`src/rtl/bpu_update_queue_pkg.sv`:
```
// bpu_update_queue_pkg
//   Shared types and widths for the branch-predictor update queue.
//   bpu_upd_entry_t holds one complete BHT/BTB update packet (11 fields),
//   with the enables kept exactly as the branch unit produced them.
package bpu_update_queue_pkg;

    localparam int unsigned BHTBTB_INDEX_WIDTH = 8;
    localparam int unsigned BTB_DATA_WIDTH     = 129;
    localparam int unsigned BTB_INDEX_WIDTH    = 9;

    typedef struct packed {
        logic                          bht_we;
        logic [BHTBTB_INDEX_WIDTH-1:0] bht_index;
        logic [1:0]                    bht_sel;
        logic                          bht_inc;
        logic                          bht_dec;
        logic                          bht_valid;
        logic                          btb_ce;
        logic                          btb_we;
        logic [BTB_DATA_WIDTH-1:0]     btb_wmask;
        logic [BTB_INDEX_WIDTH-1:0]    btb_index;
        logic [BTB_DATA_WIDTH-1:0]     btb_din;
    } bpu_upd_entry_t;

endpackage

```
`src/rtl/bpu_update_queue_fifo.sv`:
```
// bpu_upd_fifo
//   DEPTH-entry synchronous FIFO of bpu_upd_entry_t.
//   Ports:
//     clk_i, rst_i   clock, synchronous active-high reset (pointers only)
//     push_i         write wdata_i at the tail (caller guarantees space,
//                    or a simultaneous pop when full)
//     pop_i          advance the head (caller guarantees non-empty)
//     rdata_o        head entry, combinational from storage
//     full_o/empty_o occupancy flags
module bpu_upd_fifo
    import bpu_update_queue_pkg::*;
#(
    parameter int unsigned DEPTH = 4
) (
    input  logic           clk_i,
    input  logic           rst_i,
    input  logic           push_i,
    input  logic           pop_i,
    input  bpu_upd_entry_t wdata_i,
    output bpu_upd_entry_t rdata_o,
    output logic           full_o,
    output logic           empty_o
);

    localparam int unsigned AW    = $clog2(DEPTH);
    localparam int unsigned PTR_W = AW + 1;

    // Extra MSB on each pointer is the wrap bit that separates full from empty.
    logic [PTR_W-1:0] wptr_q, wptr_d;
    logic [PTR_W-1:0] rptr_q, rptr_d;
    bpu_upd_entry_t   mem_q [DEPTH];

    always_comb begin
        wptr_d = wptr_q + PTR_W'(push_i);
        rptr_d = rptr_q + PTR_W'(pop_i);
    end

    always_ff @(posedge clk_i) begin
        if (rst_i) begin
            wptr_q <= '0;
            rptr_q <= '0;
        end else begin
            wptr_q <= wptr_d;
            rptr_q <= rptr_d;
        end
    end

    // Storage is deliberately not reset; contents are don't-care while empty.
    always_ff @(posedge clk_i) begin
        if (push_i) begin
            mem_q[wptr_q[AW-1:0]] <= wdata_i;
        end
    end

    assign rdata_o = mem_q[rptr_q[AW-1:0]];
    assign empty_o = (wptr_q == rptr_q);
    assign full_o  = (wptr_q[AW-1:0] == rptr_q[AW-1:0]) && (wptr_q[AW] != rptr_q[AW]);

endmodule

```
`src/rtl/bpu_update_queue.sv`:
```
// bpu_update_queue
//   Buffers branch-predictor update packets from integer writeback and
//   drains them in order into the shared BHT/BTB write port whenever the
//   frontend lookup does not own it.
//   Ports:
//     clock, reset               core clock, synchronous active-high reset
//     intwb_bjusb_*              incoming update packet (BHT + BTB fields)
//     bpu_port_busy              frontend owns the BHT/BTB port this cycle
//     upd_*                      BHT/BTB write port, enables gated by dequeue
//     upd_pending                queue non-empty (registered occupancy)
//     upd_drop_cnt               saturating count of packets dropped when full
module bpu_update_queue
    import bpu_update_queue_pkg::*;
#(
    parameter int unsigned DEPTH      = 4,
    parameter int unsigned DROP_CNT_W = 16
) (
    input  logic                          clock,
    input  logic                          reset,
    input  logic                          intwb_bjusb_bht_write_enable,
    input  logic [BHTBTB_INDEX_WIDTH-1:0] intwb_bjusb_bht_write_index,
    input  logic [1:0]                    intwb_bjusb_bht_write_counter_select,
    input  logic                          intwb_bjusb_bht_write_inc,
    input  logic                          intwb_bjusb_bht_write_dec,
    input  logic                          intwb_bjusb_bht_valid_in,
    input  logic                          intwb_bjusb_btb_ce,
    input  logic                          intwb_bjusb_btb_we,
    input  logic [BTB_DATA_WIDTH-1:0]     intwb_bjusb_btb_wmask,
    input  logic [BTB_INDEX_WIDTH-1:0]    intwb_bjusb_btb_write_index,
    input  logic [BTB_DATA_WIDTH-1:0]     intwb_bjusb_btb_din,
    input  logic                          bpu_port_busy,
    output logic                          upd_bht_write_enable,
    output logic [BHTBTB_INDEX_WIDTH-1:0] upd_bht_write_index,
    output logic [1:0]                    upd_bht_write_counter_select,
    output logic                          upd_bht_write_inc,
    output logic                          upd_bht_write_dec,
    output logic                          upd_bht_valid_in,
    output logic                          upd_btb_ce,
    output logic                          upd_btb_we,
    output logic [BTB_DATA_WIDTH-1:0]     upd_btb_wmask,
    output logic [BTB_INDEX_WIDTH-1:0]    upd_btb_write_index,
    output logic [BTB_DATA_WIDTH-1:0]     upd_btb_din,
    output logic                          upd_pending,
    output logic [DROP_CNT_W-1:0]         upd_drop_cnt
);

    bpu_upd_entry_t        in_pkt;
    bpu_upd_entry_t        head;
    logic                  full, empty;
    logic                  enq, deq, push, drop;
    logic [DROP_CNT_W-1:0] drop_cnt_q, drop_cnt_d;

    always_comb begin
        in_pkt.bht_we    = intwb_bjusb_bht_write_enable;
        in_pkt.bht_index = intwb_bjusb_bht_write_index;
        in_pkt.bht_sel   = intwb_bjusb_bht_write_counter_select;
        in_pkt.bht_inc   = intwb_bjusb_bht_write_inc;
        in_pkt.bht_dec   = intwb_bjusb_bht_write_dec;
        in_pkt.bht_valid = intwb_bjusb_bht_valid_in;
        in_pkt.btb_ce    = intwb_bjusb_btb_ce;
        in_pkt.btb_we    = intwb_bjusb_btb_we;
        in_pkt.btb_wmask = intwb_bjusb_btb_wmask;
        in_pkt.btb_index = intwb_bjusb_btb_write_index;
        in_pkt.btb_din   = intwb_bjusb_btb_din;
    end

    // Dequeue is also blocked while reset is high so no write leaks out
    // of a queue that is being discarded.
    always_comb begin
        enq  = intwb_bjusb_bht_write_enable | (intwb_bjusb_btb_ce & intwb_bjusb_btb_we);
        deq  = !empty && !bpu_port_busy && !reset;
        push = enq && (!full || deq);
        drop = enq && full && !deq;
    end

    bpu_upd_fifo #(.DEPTH(DEPTH)) u_fifo (
        .clk_i   (clock),
        .rst_i   (reset),
        .push_i  (push),
        .pop_i   (deq),
        .wdata_i (in_pkt),
        .rdata_o (head),
        .full_o  (full),
        .empty_o (empty)
    );

    always_comb begin
        drop_cnt_d = drop_cnt_q;
        if (drop && (drop_cnt_q != '1)) begin
            drop_cnt_d = drop_cnt_q + DROP_CNT_W'(1);
        end
    end

    always_ff @(posedge clock) begin
        if (reset) begin
            drop_cnt_q <= '0;
        end else begin
            drop_cnt_q <= drop_cnt_d;
        end
    end

    always_comb begin
        upd_bht_write_enable         = head.bht_we & deq;
        upd_bht_write_index          = head.bht_index;
        upd_bht_write_counter_select = head.bht_sel;
        upd_bht_write_inc            = head.bht_inc;
        upd_bht_write_dec            = head.bht_dec;
        upd_bht_valid_in             = head.bht_valid;
        upd_btb_ce                   = head.btb_ce & deq;
        upd_btb_we                   = head.btb_we & deq;
        upd_btb_wmask                = head.btb_wmask;
        upd_btb_write_index          = head.btb_index;
        upd_btb_din                  = head.btb_din;
    end

    assign upd_pending  = !empty;
    assign upd_drop_cnt = drop_cnt_q;

endmodule

```
`config.mk`:
```
export PLATFORM = sky130hd
export DESIGN_NAME = bpu_update_queue
export DESIGN_NICKNAME = d
export VERILOG_FILES = /design/src/rtl/bpu_update_queue_pkg.sv /design/src/rtl/bpu_update_queue_fifo.sv /design/src/rtl/bpu_update_queue.sv
export SDC_FILE = /design/constraint.sdc
export NUM_CORES = 1
export LEC_CHECK = 0
export ABC_AREA = 1
export ABC_CLOCK_PERIOD_IN_PS = 34200
export CAP_MARGIN = 30
export CORE_ASPECT_RATIO = 0.6
export CORE_MARGIN = 3
export CORE_UTILIZATION = 35
export CTS_BUF_LIST = sky130_fd_sc_hd__clkbuf_4 sky130_fd_sc_hd__clkbuf_8
export CTS_CLUSTER_SIZE = 40
export DETAILED_ROUTE_END_ITERATION = 8
export RECOVER_POWER = 100
export SYNTH_ARGS = -nofsm -noshare
export SYNTH_HDL_FRONTEND = slang
export SYNTH_HIERARCHICAL = 1
export SYNTH_SLANG_ARGS = --single-unit
```
`constraint.sdc`:
```
create_clock -name clock -period 34.2 [get_ports clock]
set_input_delay 8.55 -clock clock [delete_from_list [all_inputs] [get_ports clock]]
set_output_delay 8.55 -clock clock [all_outputs]
set_load 0.01 [all_outputs]
```
; Word level (Yosys, flattened, before mapping)
; Memory sizes are Yosys's and may differ from the RTL's. A register that Yosys moved wholly into a read port is not among the register bits.
; Cells that the tools add are included.
[classes]
n_addsub = 3
eq_ne = 4
muxes = 3
bitwise_logic = 5
reduce_logical = 13
[ops]
columns = op, count
row1 = $add A16 B1 Y16 const B, 1
row2 = $ne A16 B16 Y1 const B, 1
row3 = $logic_and A1 B1 Y1, 7
row4 = $add A3 B1 Y3, 2
row5 = $logic_not A1 Y1, 5
row6 = $and A1 B1 Y1, 4
row7 = $eq A3 B3 Y1, 1
row8 = $eq A2 B2 Y1, 1
row9 = $mux W1, 2
row10 = $mux W2, 1
row11 = $logic_or A1 B1 Y1, 1
row12 = $ne A1 B1 Y1, 1
row13 = $or A1 B1 Y1, 1
[word_totals]
regBits = 22
ram_bits = 1132
out_inout_bits = 300
elab_cells = 32
memories = 1
[memory_table]
columns = name, depth, word_bits, rd, rd_clocked_by_memory_dff, write_ports, line
row1 = u_fifo.mem_q, 4, 283, 1, 1, 1, bpu_update_queue_fifo.sv:31  ; bpu_upd_entry_t mem_q [DEPTH];

; Logic depth before layout (Yosys ltp)
; Gate-level depths: netlist of run 1.
[depth]
word_depth = 8
mapped_depth = 15
mapped_depth_nobuf = 13

; Hierarchy
; Netlist of run 1, hierarchy kept.
[by_module_without_submodules]
columns = mod, instances, cells_per_inst, area_per_inst_um2
row1 = bpu_upd_fifo, 1, 3910, 46159.3
row2 = bpu_update_queue, 1, 171, 1054.8

; Worst setup path before layout of run 1
; OpenSTA, ideal clock, no wires.
[synth_timing]
path_type = input port to flip-flop
startpoint = input port bpu_port_busy
endpoint = memory u_fifo/mem_q[2][0] (netlist name) (enable)
t_arrival_ns = 28.115
required_time_ns = 32.923
path_slack_ns = 4.808
cell_stages = 5
path_buffers = 0
path_cell_list = nor2_1 nand2_2 a21boi_0 inv_1 nor3_1
[synth_via]
elab_chain_len = 7
[synth_lines]
columns = item, line
row1 = from (decl), bpu_update_queue.sv:31  ; input logic bpu_port_busy,
row2 = $logic_not A1 Y1, bpu_update_queue.sv:71  ; deq = !empty && !bpu_port_busy && !reset;
row3 = $logic_and A1 B1 Y1 (2 in series), bpu_update_queue.sv:71
row4 = $logic_or A1 B1 Y1, bpu_update_queue.sv:72  ; push = enq && (!full || deq);
row5 = $logic_and A1 B1 Y1, bpu_update_queue.sv:72
row6 = net push, bpu_update_queue.sv:50  ; logic enq, deq, push, drop;
row7 = $mux W1, bpu_update_queue_fifo.sv:50  ; if (push_i) begin
row8 = $mux W1 (implied by the code), bpu_update_queue_fifo.sv:51  ; mem_q[wptr_q[AW-1:0]] <= wdata_i;
row9 = to (decl), bpu_update_queue_fifo.sv:31
; The timed path passes the listed nets, and every way through them passes these cells.

==> out/metrics.csv, run 1 <==
metric,value,unit
outcome,"finished, violations left",
violations,"max-capacitance violations, max-slew violations",
p_sw,846,µW
fin_ws,13.56,ns
finalWirelength,115000,µm
comb_power_share,14.8,%
drive_gt1_share,7.82,%
clockPowerShare,33.9,%
grt-ovfl-total,0,
finalClockSkew,0.0441,ns
p_leak,0.0226,µW
fin_crit_sh,60.3,%
hold_viol,0,
powerDensity,57.6,mW/mm²
drt_iter0_drc,1550,
fin_nets,4981,
irDropWorstVdd,0.0000338,V
cp.required,25.65,ns
cts_made_buffers,175,
synth_edf_count,1132,
synth.distinct_cells,29,
drcViolationCount,0,
finalSetupTns,0,ns
portBuffers,585,
grt_pass1_wl,174000,µm
worstMarginPinSlew,9.16,ns
cts_tree,built,
synth_flop_cell,edfxtp_1,
rsz0062_at_grt,no,
p_seq_share,51.3,%
final_antenna_net_count,0,
die_area,0.139,mm²
htree_levels,4,
synth_area_leaders,"edfxtp_1 (72%), nand2_1 (14%), nand3_1 (3.1%), inv_1 (2.5%), or2_1 (2.5%)",
synth_area,0.0472,mm²
hold_ws,0.549,ns
finalCriticalPeriod,20.64,ns
timing.fmax,0.0485,GHz
synth-seq-area-share,72.9,%
antenna_found_initial,53,
slew_headroom,-511,%
grt.total_usage,16.3,%
internal-power,2480,µW
die_x,480,µm
postCtsSetupBuffers,0,
max-cap-violations,24,
cts_hold_buf,0,
startpoint_type,flip-flop,
cts-resized-gates,0,
clk_latency,0.86,ns
cts-root-buf,clkbuf_8,
cp-end-kind,output port,
ios,586,
multiInputGateArea,0.0103,mm²
setup_viol,0,
die-height,290,µm
hpwl,65000,µm
rows,103,
hp-class,reg2reg,
grt_max_degree,232,
clk_pin_slew,0.06,ns
cp_max_fo,105,
final-seq-area,0.0344,mm²
route.vias.total,29400,
synth.avg_cell_area,11.6,µm²
path_class,reg2out,
syn_to_final_growth,22.4,%
power,3330,µW
grt_pass1_vias,28100,
synth_warnings,6,
final-instance-count-excl-fill,6628,
first_pass_iters,5,
fillCellCount,12400,
yosys.area.top_type,edfxtp_1,
yosys.area.top_type_share,72.0,%
maxSlewViolCount,1498,
dp.cells,6295,
drt-wirelength-per-cell,17.4,µm
detailedPlace.worstSlack,15.30,ns
core,0.133,mm²
finalWeightedCongestion,0.758,
cts.sinks,1154,
initial_core_util,35.6,%
synthCells,4081,
synthArstFlopShare,0,%
ys_ff_latch,1154,
worstPathArrival,12.09,ns
syn_nets,4372,
routed_via_density,4.44,
cts.path.max_buffers,3,
p_sw_share,25.4,%
-- stage by stage --
| step | util (%) | instance area (µm²) |
|---|---|---|
| finish | 43.5 | 57800 |
| global route | 43.5 | 57700 |
| CTS | 43.6 | 57900 |
| detailed placement | 41.1 | 54500 |
| global placement | 41.0 | 54400 |
| floorplan | - | 47200 |
-- area by class of cell --
cell class | count | area share [%]
timing repair buffer | 625 | 10.6
multi-input combinational | 2419 | 17.9
antenna | 32 | 0.139
inverter | 315 | 2.06
tap | 1785 | 3.87
clock inverter | 57 | 0.786
clock buffer | 241 | 5.08
sequential | 1154 | 59.6
-- registers in the layout, indices dropped and copies added, names as in the netlist --
signal,flops
u_fifo/rptr_q,3
u_fifo/wptr_q,3
u_fifo/mem_q,1132
upd_drop_cnt,16
-- power groups by stage --
stage / logic [µW] / clock network [µW] / registers [µW]
CTS: 539 / 1170 / 1690
floorplan: 268 / 0 / 1790
detailed placement: 535 / 0 / 1720
global route: 548 / 1230 / 1720
finish: 493 / 1130 / 1710
global placement: 527 / 0 / 1710
-- routing by layer --
metal | GRT usage [%] | up-vias | part of all wire, % | routed length [µm]
li1 | - | 14600 | - | -
met5 | 0 | - | 0.12 | 141
met2 | 26.1 | 641 | 47 | 54700
met3 | 5.54 | 212 | 6.9 | 7980
met1 | 20.8 | 13900 | 43 | 49900
met4 | 4.87 | 24 | 2.2 | 2590
-- worst max-delay path: stages (launching register included) --
cell and delay, ns:
dfxtp_1 1.68, clkinvlp_2 4.78, clkbuf_1 2.10, clkbuf_1 1.33, nand2_1 0.29, nand2_1 0.07, nand2_1 0.07, nand2_1 0.15
dlygate4sd3_1 0.65
-- cell families after synthesis --
group           synth area share (%)
buf+inv                         5.19
simple gates                    21.5
fa+ha+maj                      0.133
xor+xnor                      0.0742
flops                           72.9
compound gates                 0.164
-- synthesized netlist by cell type, drive strengths merged (2+ instances only) --
cell type	instances
inv	315
nand3	303
nor3	4
clkbuf	31
edfxtp	1132
nor2	57
buf	162
nand2	1746
ha	5
a21oi	12
or2	283
o21ai	2
xnor2	3
dfxtp	22
-- worst paths after layout --
| kind | start | end | slack, ns | cells past startpoint |
|---|---|---|---|---|
| worst max-delay path | u_fifo/rptr_q[0] | upd_btb_din[54] | 13.56 | 8 |
| worst min register to register | upd_drop_cnt[15] | upd_drop_cnt[15] | 0.55 | 3 |
| worst min-delay path | upd_drop_cnt[15] | upd_drop_cnt[15] | 0.55 | 3 |
| worst max register to register | u_fifo/rptr_q[0] | u_fifo/mem_q[3][140] | 14.13 | 13 |
-- layout by cell type (no fill, tap or decap), types with 4 or more instances in the layout --
cell,instances
or2_0,20
nor2_1,54
inv_1,311
nand3_1,298
nand2_1,1744
ha_1,5
clkbuf_4,61
or2_2,77
diode_2,32
or2_1,186
dfxtp_1,21
clkdlybuf4s50_1,6
buf_4,12
clkbuf_8,180
dlygate4sd3_1,579
clkinv_1,30
bufinv_16,6
edfxtp_1,1132
a21oi_1,12
clkbuf_1,24
nor3_1,4
nand3_2,4
clkinv_2,13
Power figures use the tool's default switching activity.
==> inputs of run 2 (changes only) <==
ABC_CLOCK_PERIOD_IN_PS = 18400   (was 34200)
clock period = 18.4 ns   (was 34.2 ns; I/O delays follow)
==> run 2 against run 1 <==
Compared with the run above: the flow still finishes with violations (max-capacitance violations, max-slew violations); sequential share of layout area down 0.11 points; non-clock buffer count is 3 lower; worst setup slack worse by 8.9 ns; sequential power is 85% higher; via count decreased by 0.37%; total power rose by 86%; cell area increased by 0.18%; worst hold slack lost 0.0047 ns; first-iteration DRC count is 13% higher; flip-flop and latch count stayed put; largest power group unchanged; highest routed layer unchanged.
==> out/metrics.csv, run 2 (synthesized netlist as in run 1, its figures left out) <==
metric,value,unit,change
path_cells,dlygate4sd3_1 > inv_1 > nand2_1 > a21boi_0 > inv_1 > nor3_2 > clkbuf_1 > buf_4,,
drive_gt1_share,7.90,%,+0.081 points
portBuffers,585,,unchanged
crit_path_max_incr_delay,5.85,ns,+1.07 ns
outcome,"finished, violations left",,
cts-resized-gates,0,,unchanged
drt_iter0_drc,1746,,+13%
fin_nets,4978,,-0.060%
grt.total_usage,16.3,%,+0.036 points
p_leak,0.0227,µW,+0.24%
slew_headroom,-483,%,+28 points
path_buf_inv,5,,+1
path_delay_family,buffers and inverters,,
irDropWorstVdd,0.0000893,V,+160%
finalSetupTns,0,ns,unchanged
hpwl,64800,µm,-0.43%
largest_register_ffs,1132,,unchanged
rsz0062_at_grt,no,,
htree_levels,4,,unchanged
clk_pin_slew,0.06,ns,about the same
layout_common_cells,"nand2_1 (1744), edfxtp_1 (1132), dlygate4sd3_1 (575), inv_1 (311), nand3_1 (298)",,
timing.fmax,0.0726,GHz,
maxSlewViolCount,1262,,-16%
cts_hold_buf,0,,unchanged
finalClockSkew,0.0308,ns,-0.0133 ns
grt_max_degree,241,,+3.9%
cts_tree,built,,
die_x,480,µm,unchanged
final_antenna_net_count,0,,unchanged
path_class,in2reg,,
rows,103,,unchanged
cts.path.max_buffers,3,,unchanged
first_pass_iters,5,,unchanged
path_common_cell,inv_1,,
startpoint_type,input port,,
cp.required,18.86,ns,-6.79 ns
setup_viol,0,,unchanged
finalWirelength,115000,µm,about the same
initial_core_util,35.6,%,unchanged
cp_max_fo,123,,+17%
cts.sinks,1154,,unchanged
hp-class,reg2reg,,
hold_viol,0,,unchanged
final_common_cell,nand2_1,,
final_area,0.0579,mm²,+0.18%
die-height,290,µm,unchanged
multiInputGateArea,0.0103,mm²,about the same
finalCriticalPeriod,13.78,ns,
r2r_slack,6.00,ns,-8.13 ns
antenna_found_initial,48,,-9.4%
max-cap-violations,21,,-13%
core,0.133,mm²,unchanged
route.vias.total,29300,,-0.37%
drcViolationCount,0,,unchanged
clk_latency,0.86,ns,about the same
violations,"max-capacitance violations, max-slew violations",,
routed_via_density,4.42,,-0.59%
syn_to_final_growth,22.6,%,
cts_made_buffers,175,,unchanged
grt-ovfl-total,0,,unchanged
fillCellCount,12300,,-0.25%
place_area,0.0545,mm²,about the same
final-seq-area,0.0344,mm²,unchanged
grt_pass1_vias,28100,,-0.21%
finalWeightedCongestion,0.755,,-0.36%
grt_pass1_wl,175000,µm,+0.33%
postCtsSetupBuffers,0,,unchanged
powerDensity,107,mW/mm²,+86%
worst_path_max_delay_cell,clkbuf_1,,
cp-end-kind,flip-flop,,
cts-root-buf,clkbuf_8,,
worstPathArrival,14.24,ns,+2.15 ns
worstMarginPinSlew,8.74,ns,-0.419 ns
fin_crit_sh,74.9,%,
die_area,0.139,mm²,unchanged
ios,586,,unchanged
drt-wirelength-per-cell,17.3,µm,-0.31%
-- run 2: through the flow --
stage	std cells	total power [µW]	hold slack [ns]	setup WS, ns	utilization [%]
after CTS	6608	6340	0.552	7.40	43.7
after global routing	6626	6530	0.577	3.70	43.6
after detailed placement	6293	4190	0.540	7.41	41.1
final	6643	6200	0.544	4.62	43.6
after floorplan	4081	3820	0.530	-7.04	-
after global placement	6288	4170	0.530	7.44	41.0
-- run 2: cell type report --
type                            count  area share, %
Multi-Input combinational cell   2419           17.8
Clock inverter                     73          0.904
Inverter                          315           2.07
Timing Repair Buffer              622           10.6
Sequential cell                  1154           59.5
Tap cell                         1785           3.86
Clock buffer                      242           5.11
Antenna cell                       33          0.143
-- run 2: tightest hold or removal path, cell delays in order, from the launching register on --
cell and delay, ns:
dfxtp_1 0.34, nor2_1 0.11, nor2_1 0.05
-- run 2: report_power, final --
| group | switching, µW | total (µW) | internal (µW) |
|---|---|---|---|
| combinational | 553 | 913 | 360 |
| sequential | 37.6 | 3170 | 3130 |
| clock | 1000 | 2120 | 1120 |
-- run 2: routing by layer --
layer	up-vias	part of all wire [%]	GRT usage (%)
met5	-	0.15	0
met4	28	2.0	4.32
met3	202	7.1	5.72
met2	614	47	26.3
met1	13900	44	20.9
li1	14600	-	-
-- run 2: worst paths after layout --
check	start	endpoint	depth (start not counted)
setup / recovery	reset	u_fifo/mem_q[2][92]	8
setup reg to reg	u_fifo/rptr_q[0]	u_fifo/mem_q[2][92]	12
hold reg to reg	upd_drop_cnt[0]	upd_drop_cnt[0]	2
hold / removal	upd_drop_cnt[0]	upd_drop_cnt[0]	2
